`src/rtl/mem_port_arbiter_pkg.sv`:
```
// Shared types and constants for the unified-memory port arbiter.
// Imported by the wait counter and the arbiter top.
package mem_arb_pkg;

    // Width of the access-latency down-counter (WAIT_CYCLES up to 15).
    localparam int unsigned CNT_W = 4;

    // Arbiter FSM states.
    typedef enum logic [1:0] {
        IDLE,
        WAIT,
        DONE
    } arb_state_t;

    // Identity of the requester owning the memory access.
    typedef enum logic {
        GNT_INSTR,
        GNT_DATA
    } arb_grant_t;

endpackage

```
`src/rtl/mem_port_arbiter_if.sv`:
```
// Core/memory-side bundle for mem_port_arbiter: fetch port, data port and
// the single-port memory strobes. The arbiter connects through 'slave';
// the surrounding core + memory environment uses 'master'.
interface mem_port_arbiter_if #(
    parameter int unsigned AW = 32,
    parameter int unsigned DW = 32
);

    // Fetch stage
    logic          InstrReq;
    logic [AW-1:0] InstrAdr;
    logic [DW-1:0] InstrRdata;
    logic          InstrValid;

    // Memory stage
    logic          DataReq;
    logic          DataWe;
    logic [AW-1:0] DataAdr;
    logic [DW-1:0] DataWdata;
    logic [DW-1:0] DataRdata;
    logic          DataValid;

    // Pipeline stalls
    logic          StallF;
    logic          StallM;

    // Unified memory
    logic          MemEn;
    logic          MemWe;
    logic [AW-1:0] MemAdr;
    logic [DW-1:0] MemWdata;
    logic [DW-1:0] MemRdata;

    modport slave (
        input  InstrReq, InstrAdr,
        input  DataReq, DataWe, DataAdr, DataWdata,
        input  MemRdata,
        output InstrRdata, InstrValid,
        output DataRdata, DataValid,
        output StallF, StallM,
        output MemEn, MemWe, MemAdr, MemWdata
    );

    modport master (
        output InstrReq, InstrAdr,
        output DataReq, DataWe, DataAdr, DataWdata,
        output MemRdata,
        input  InstrRdata, InstrValid,
        input  DataRdata, DataValid,
        input  StallF, StallM,
        input  MemEn, MemWe, MemAdr, MemWdata
    );

endinterface

```
`src/rtl/mem_port_arbiter_wait_counter.sv`:
```
// Loadable down-counter with zero flag, used to time fixed-latency memory
// accesses. Decrement saturates at zero; load has priority over decrement.
module arb_wait_counter
    import mem_arb_pkg::*;
(
    input  logic             clk,
    input  logic             rst,
    input  logic             load_i,
    input  logic [CNT_W-1:0] load_val_i,
    input  logic             dec_i,
    output logic             zero_o
);

    logic [CNT_W-1:0] count_q;
    logic [CNT_W-1:0] count_d;

    // Next count: load, saturating decrement, or hold.
    always_comb begin
        count_d = count_q;
        if (load_i) begin
            count_d = load_val_i;
        end else if (dec_i && (count_q != '0)) begin
            count_d = count_q - CNT_W'(1);
        end
    end

    // Counter register, cleared by asynchronous reset.
    always_ff @(posedge clk or posedge rst) begin
        if (rst) begin
            count_q <= '0;
        end else begin
            count_q <= count_d;
        end
    end

    assign zero_o = (count_q == '0);

endmodule

```
`src/rtl/mem_port_arbiter.sv`:
```
// Arbiter sharing one single-port unified memory between the fetch stage
// (instruction requester) and the memory stage (data requester).
// Sequences fixed-latency accesses, returns read data with a one-cycle
// Valid pulse, and produces per-stage stall signals.
//
// Optional build macro: ARB_FAIRNESS_EN
//   defined   - when both requesters are eligible, the one not granted last
//               wins; a last-grant register tracks every grant.
//   undefined - strict data-over-instruction priority, no last-grant state.
module mem_port_arbiter
    import mem_arb_pkg::*;
#(
    parameter int unsigned AW          = 32,
    parameter int unsigned DW          = 32,
    parameter int unsigned WAIT_CYCLES = 1
) (
    input  logic               clk,
    input  logic               reset,
    mem_port_arbiter_if.slave  bus
);

    arb_state_t    state_q;
    arb_grant_t    gnt_q;        // requester owning the current/last access
    logic          acc_we_q;     // current access is a store

    logic          mem_en_q;
    logic          mem_we_q;
    logic [AW-1:0] mem_adr_q;
    logic [DW-1:0] mem_wdata_q;

    logic [DW-1:0] instr_rdata_q;
    logic [DW-1:0] data_rdata_q;
    logic          instr_valid_q;
    logic          data_valid_q;

`ifdef ARB_FAIRNESS_EN
    arb_grant_t    last_q;
`endif

    logic          instr_elig;
    logic          data_elig;
    logic          grant_vld;
    arb_grant_t    grant_who;
    logic          cnt_zero;

    // Grant decision: only in IDLE or DONE; in DONE the requester being
    // answered this cycle is excluded so its still-high request is ignored.
    always_comb begin
        instr_elig = 1'b0;
        data_elig  = 1'b0;
        case (state_q)
            IDLE: begin
                instr_elig = bus.InstrReq;
                data_elig  = bus.DataReq;
            end
            DONE: begin
                instr_elig = bus.InstrReq && (gnt_q != GNT_INSTR);
                data_elig  = bus.DataReq  && (gnt_q != GNT_DATA);
            end
            default: ;
        endcase

        grant_vld = instr_elig | data_elig;
`ifdef ARB_FAIRNESS_EN
        if (instr_elig && data_elig) begin
            grant_who = (last_q == GNT_DATA) ? GNT_INSTR : GNT_DATA;
        end else begin
            grant_who = data_elig ? GNT_DATA : GNT_INSTR;
        end
`else
        grant_who = data_elig ? GNT_DATA : GNT_INSTR;
`endif
    end

    // Access latency: loaded with WAIT_CYCLES on grant, counts down in WAIT.
    arb_wait_counter u_wait_cnt (
        .clk        (clk),
        .rst        (reset),
        .load_i     (grant_vld),
        .load_val_i (CNT_W'(WAIT_CYCLES)),
        .dec_i      (state_q == WAIT),
        .zero_o     (cnt_zero)
    );

    // Arbiter FSM with registered memory strobes, read data and Valid pulses.
    always_ff @(posedge clk or posedge reset) begin
        if (reset) begin
            state_q       <= IDLE;
            gnt_q         <= GNT_INSTR;
            acc_we_q      <= 1'b0;
            mem_en_q      <= 1'b0;
            mem_we_q      <= 1'b0;
            mem_adr_q     <= '0;
            mem_wdata_q   <= '0;
            instr_rdata_q <= '0;
            data_rdata_q  <= '0;
            instr_valid_q <= 1'b0;
            data_valid_q  <= 1'b0;
`ifdef ARB_FAIRNESS_EN
            last_q        <= GNT_INSTR;
`endif
        end else begin
            // Strobes and Valid pulses last one cycle unless re-asserted.
            mem_en_q      <= 1'b0;
            mem_we_q      <= 1'b0;
            instr_valid_q <= 1'b0;
            data_valid_q  <= 1'b0;

            case (state_q)
                IDLE, DONE: begin
                    if (grant_vld) begin
                        state_q  <= WAIT;
                        gnt_q    <= grant_who;
                        mem_en_q <= 1'b1;
`ifdef ARB_FAIRNESS_EN
                        last_q   <= grant_who;
`endif
                        if (grant_who == GNT_DATA) begin
                            mem_we_q    <= bus.DataWe;
                            acc_we_q    <= bus.DataWe;
                            mem_adr_q   <= bus.DataAdr;
                            mem_wdata_q <= bus.DataWdata;
                        end else begin
                            acc_we_q    <= 1'b0;
                            mem_adr_q   <= bus.InstrAdr;
                        end
                    end else begin
                        state_q <= IDLE;
                    end
                end

                WAIT: begin
                    if (cnt_zero) begin
                        state_q <= DONE;
                        if (gnt_q == GNT_DATA) begin
                            data_valid_q <= 1'b1;
                            if (!acc_we_q) begin
                                data_rdata_q <= bus.MemRdata;
                            end
                        end else begin
                            instr_valid_q <= 1'b1;
                            instr_rdata_q <= bus.MemRdata;
                        end
                    end
                end

                default: state_q <= IDLE;
            endcase
        end
    end

    assign bus.MemEn      = mem_en_q;
    assign bus.MemWe      = mem_we_q;
    assign bus.MemAdr     = mem_adr_q;
    assign bus.MemWdata   = mem_wdata_q;
    assign bus.InstrRdata = instr_rdata_q;
    assign bus.InstrValid = instr_valid_q;
    assign bus.DataRdata  = data_rdata_q;
    assign bus.DataValid  = data_valid_q;
    assign bus.StallF     = bus.InstrReq & ~instr_valid_q;
    assign bus.StallM     = bus.DataReq  & ~data_valid_q;

endmodule
```
`src/flat_wrapper.sv`:
```
// flat-port wrapper written by rule: the top's interface ports become plain ports
module mem_port_arbiter_flat import mem_arb_pkg::*;
#(
    parameter int unsigned AW          = 32,
    parameter int unsigned DW          = 32,
    parameter int unsigned WAIT_CYCLES = 1
)
  (clk, reset, bus_InstrReq, bus_InstrAdr, bus_DataReq, bus_DataWe, bus_DataAdr, bus_DataWdata, bus_MemRdata, bus_InstrRdata, bus_InstrValid, bus_DataRdata, bus_DataValid, bus_StallF, bus_StallM, bus_MemEn, bus_MemWe, bus_MemAdr, bus_MemWdata);
  mem_port_arbiter_if #(.AW(AW), .DW(DW)) bus_i ();
  input  logic clk;
  input  logic reset;
  input wire logic [$bits(bus_i.InstrReq)-1:0] bus_InstrReq;
  input wire logic [$bits(bus_i.InstrAdr)-1:0] bus_InstrAdr;
  input wire logic [$bits(bus_i.DataReq)-1:0] bus_DataReq;
  input wire logic [$bits(bus_i.DataWe)-1:0] bus_DataWe;
  input wire logic [$bits(bus_i.DataAdr)-1:0] bus_DataAdr;
  input wire logic [$bits(bus_i.DataWdata)-1:0] bus_DataWdata;
  input wire logic [$bits(bus_i.MemRdata)-1:0] bus_MemRdata;
  output wire logic [$bits(bus_i.InstrRdata)-1:0] bus_InstrRdata;
  output wire logic [$bits(bus_i.InstrValid)-1:0] bus_InstrValid;
  output wire logic [$bits(bus_i.DataRdata)-1:0] bus_DataRdata;
  output wire logic [$bits(bus_i.DataValid)-1:0] bus_DataValid;
  output wire logic [$bits(bus_i.StallF)-1:0] bus_StallF;
  output wire logic [$bits(bus_i.StallM)-1:0] bus_StallM;
  output wire logic [$bits(bus_i.MemEn)-1:0] bus_MemEn;
  output wire logic [$bits(bus_i.MemWe)-1:0] bus_MemWe;
  output wire logic [$bits(bus_i.MemAdr)-1:0] bus_MemAdr;
  output wire logic [$bits(bus_i.MemWdata)-1:0] bus_MemWdata;
  assign bus_i.InstrReq = bus_InstrReq;
  assign bus_i.InstrAdr = bus_InstrAdr;
  assign bus_i.DataReq = bus_DataReq;
  assign bus_i.DataWe = bus_DataWe;
  assign bus_i.DataAdr = bus_DataAdr;
  assign bus_i.DataWdata = bus_DataWdata;
  assign bus_i.MemRdata = bus_MemRdata;
  assign bus_InstrRdata = bus_i.InstrRdata;
  assign bus_InstrValid = bus_i.InstrValid;
  assign bus_DataRdata = bus_i.DataRdata;
  assign bus_DataValid = bus_i.DataValid;
  assign bus_StallF = bus_i.StallF;
  assign bus_StallM = bus_i.StallM;
  assign bus_MemEn = bus_i.MemEn;
  assign bus_MemWe = bus_i.MemWe;
  assign bus_MemAdr = bus_i.MemAdr;
  assign bus_MemWdata = bus_i.MemWdata;
  mem_port_arbiter #(.AW(AW), .DW(DW), .WAIT_CYCLES(WAIT_CYCLES)) u_core (.clk(clk), .reset(reset), .bus(bus_i));
endmodule
```
`config.mk`:
```
export PLATFORM = sky130hd
export DESIGN_NAME = mem_port_arbiter_flat
export DESIGN_NICKNAME = d
export VERILOG_FILES = /design/src/rtl/mem_port_arbiter_pkg.sv /design/src/rtl/mem_port_arbiter_if.sv /design/src/rtl/mem_port_arbiter_wait_counter.sv /design/src/rtl/mem_port_arbiter.sv /design/src/flat_wrapper.sv
export SDC_FILE = /design/constraint.sdc
export NUM_CORES = 1
export LEC_CHECK = 0
export ABC_AREA = 1
export BUFFER_PORTS_ARGS = -buffer_cell sky130_fd_sc_hd__buf_2
export CAP_MARGIN = 20
export CORE_UTILIZATION = 42
export CTS_CLUSTER_DIAMETER = 40
export CTS_CLUSTER_SIZE = 16
export DETAILED_ROUTE_END_ITERATION = 7
export PLACE_DENSITY = 0.73
export SYNTH_ARGS = -nofsm -noshare
export SYNTH_HDL_FRONTEND = slang
export SYNTH_SLANG_ARGS = --single-unit
```
`constraint.sdc`:
```
create_clock -name clk -period 7.67 [get_ports clk]
set_input_delay 1.534 -clock clk [delete_from_list [all_inputs] [get_ports clk]]
set_output_delay 1.534 -clock clk [all_outputs]
set_load 0.005 [all_outputs]
```
==> results.cfg <==
[outcome]
status = complete, no violations

[synthesis]
ys_warn_count = 0
syn_inst = 710
synth-seq-cells = 140
synthDistinctLibCells = 22
avgSynthCellArea_um2 = 8.34
synth_fp_nets = 844
synth_edf_count = 0
syn_area_mm2 = 0.00592
ys_seq_area_frac = 0.592
synthFlopType = dfrtp_1
synthArstFlopShare = 1.00

[global_routing]
grt_max_degree = 86
grt_pass1_wl_um = 23700
grt_antenna_before_repair = 0
grt_remaining_overflow = 0
grt_use_total = 0.212
grt_pass1_vias = 4830

[clocking]
clk_path_buf_depth = 2
cts_resized = 0
postCtsSetupBuffers = 0
h-tree-depth = 4
postCtsHoldBufs = 0
cts_buffers = 17
clk_latency_ns = 0.41
tritoncts = built
root_buffer = clkbuf_16
path_clk_slew_ns = 0.05
cts_sinks = 140

[floorplan]
io-pin-count = 267
die-area_mm2 = 0.0146
fp.dieW_um = 121
core_area_mm2 = 0.0138
rows = 43
fp.dieH_um = 121
initial_utilization = 0.428

[critical_path]
critPathKind = in2out
crit_required_ns = 6.14
cp-endpoint = bus_StallM
regToRegSetupSlack_ns = 5.12
r2r_cells = 8
crit_path_start = bus_DataReq
worstPathArrival_ns = 1.94
worstSetupStartpointType = primary input
r2r-end = u_core.bus.InstrRdata[26]$_DFFE_PP0P_
r2r-start = u_core.u_wait_cnt.count_q[0]$_DFFE_PP0P_
cp-end-kind = output pin
worstPathMaxFanout = 2

[sta]
hold_violations = 0
setup_viol = 0
fmax_mhz = 288
skew_ns = 0.00532
worst_pin_slew_ns = 0.797
rsz0062_at_grt = no
finalCriticalPeriod_ns = 3.48
max-slew-margin-rel = 0.468
setup_tns_ns = 0
post-route-period-util = 0.453
slew_viol_final = 0
holdWs_ns = 0.472

[drt]
vias = 5278
wl_per_cell_um = 13.0
drtIter0Drc = 320
drcViolationCount = 0
ant_nets = 0
routed_wl_um = 15000
vias_per_cell = 4.57
first_pass_iters = 6

[finish]
area_growth_pct = 33.1
n_antenna_cell = 0
fillCellCount = 1347
drive_above_1_share = 0.320
final_nets = 1098

[power_and_ir_drop]
pwr-share-clk = 0.239
p_total_uw = 3200
p_int_uw = 2040
leakage_uw = 0.00462
p_per_area_mw_per_mm2 = 406
switching_power_uw = 1160
p_comb_frac = 0.363
p_seq_frac = 0.397
vdd_drop_max_v = 0.000187
switching_share = 0.363

[hold_path]
hold_path_class = reg2reg

[placed_design]
dp_hpwl_um = 10200
gp_congestion = 0.771
port_buffers = 266

[job]
maxCapViolations = 0
==> final cells by class <==
| cell class | count | area, um2 | share of cell area |
|---|---|---|---|
| well taps | 180 | 225 | 0.0286 |
| clock inverters | 7 | 65.1 | 0.00826 |
| multi-input cells | 457 | 1910 | 0.243 |
| clock buffers | 23 | 488 | 0.0619 |
| inverters | 77 | 295 | 0.0375 |
| flip-flops and latches | 140 | 3500 | 0.445 |
| repair buffers | 271 | 1390 | 0.176 |
==> kinds of logic after synthesis <==
kind of cell | after synthesis | share of synthesized area
adders and majority gates | 1 | 0.00211
buffers and inverters | 113 | 0.0865
AOI/OAI and AO/OA | 99 | 0.0839
and+or+nand+nor | 357 | 0.236
DFF | 140 | 0.592
==> flip-flops by register name (all words and copies together) (netlist names) <==
register and cells:
u_core.acc_we_q 1, u_core.state_q 2, u_core.bus.DataValid 1, u_core.bus.InstrRdata 32, u_core.bus.MemWdata 32, u_core.bus.MemAdr 32
u_core.gnt_q 1, u_core.u_wait_cnt.count_q 4, u_core.bus.MemWe 1, u_core.bus.DataRdata 32, u_core.bus.InstrValid 1, u_core.bus.MemEn 1
==> critical path, cell delays in order <==
cell	delay [ns]
buf_2	0.12
inv_1	0.06
nor2_1	0.09
buf_2	0.14
==> per-layer routing <==
layer	vias to the layer above	track usage	wire (um)	share of wire
li1	2660	-	-	-
met1	2395	0.274	6630	0.44
met2	202	0.335	7050	0.47
met3	21	0.0618	1120	0.074
met4	0	0.0833	255	0.017
met5	-	0	0	0
==> Yosys cell counts (5+ instances only) <==
library cell / count / area [um2]
nand2_1: 331 / 1240
buf_6: 7 / 78.8
o21ai_0: 96 / 480
buf_2: 12 / 60.1
nor2_1: 9 / 33.8
buf_4: 5 / 37.5
dfrtp_1: 140 / 3500
inv_1: 73 / 274
clkbuf_1: 12 / 45.0
nand3_1: 6 / 30.0
==> how the worst min path moves through the flow <==
stage               slack [ns]  depth (start not counted)                                  start                                    end
floorplan                 0.47                          2   u_core.bus.InstrRdata[0]$_DFFE_PP0P_   u_core.bus.InstrRdata[0]$_DFFE_PP0P_
global placement          0.46                          2  u_core.bus.InstrRdata[11]$_DFFE_PP0P_  u_core.bus.InstrRdata[11]$_DFFE_PP0P_
global route              0.49                          2  u_core.bus.InstrRdata[19]$_DFFE_PP0P_  u_core.bus.InstrRdata[19]$_DFFE_PP0P_
CTS                       0.48                          2  u_core.bus.InstrRdata[14]$_DFFE_PP0P_  u_core.bus.InstrRdata[14]$_DFFE_PP0P_
detailed placement        0.46                          2  u_core.bus.InstrRdata[14]$_DFFE_PP0P_  u_core.bus.InstrRdata[14]$_DFFE_PP0P_
finish                    0.47                          2      u_core.bus.MemAdr[12]$_DFFE_PP0P_      u_core.bus.MemAdr[12]$_DFFE_PP0P_
==> layout by cell type, fill, tap and decap left out, drive strengths merged <==
cell and instances:
nand2 334, buf 271, dfrtp 140, o21ai 97
inv 76, clkbuf 23, nor2 13, nand3 7
clkinv 5, nand4 2, clkinvlp 2, nand3b 1
a21oi 1, o22ai 1, ha 1, bufinv 1
==> stage by stage <==
stage / util / std cells / worst slack (ns) / cell area, um2
6_report: 0.570 / 1155 / 4.19 / 7880
4_1_cts: 0.568 / 1154 / 4.19 / 7850
2_1_floorplan: - / 710 / 2.38 / 5920
5_1_grt: 0.570 / 1155 / 4.15 / 7880
3_5_place_dp: 0.528 / 1124 / 4.03 / 7300
3_3_place_gp: 0.528 / 1124 / 4.11 / 7300
==> power groups by stage <==
stage | clock (uW) | sequential [uW] | combinational (uW)
after floorplan | 0 | 1310 | 629
after global placement | 0 | 1270 | 1150
after global routing | 814 | 1320 | 1340
after CTS | 783 | 1270 | 1180
final | 766 | 1270 | 1160
after detailed placement | 0 | 1270 | 1190
(Power assumes the default switching activity.)
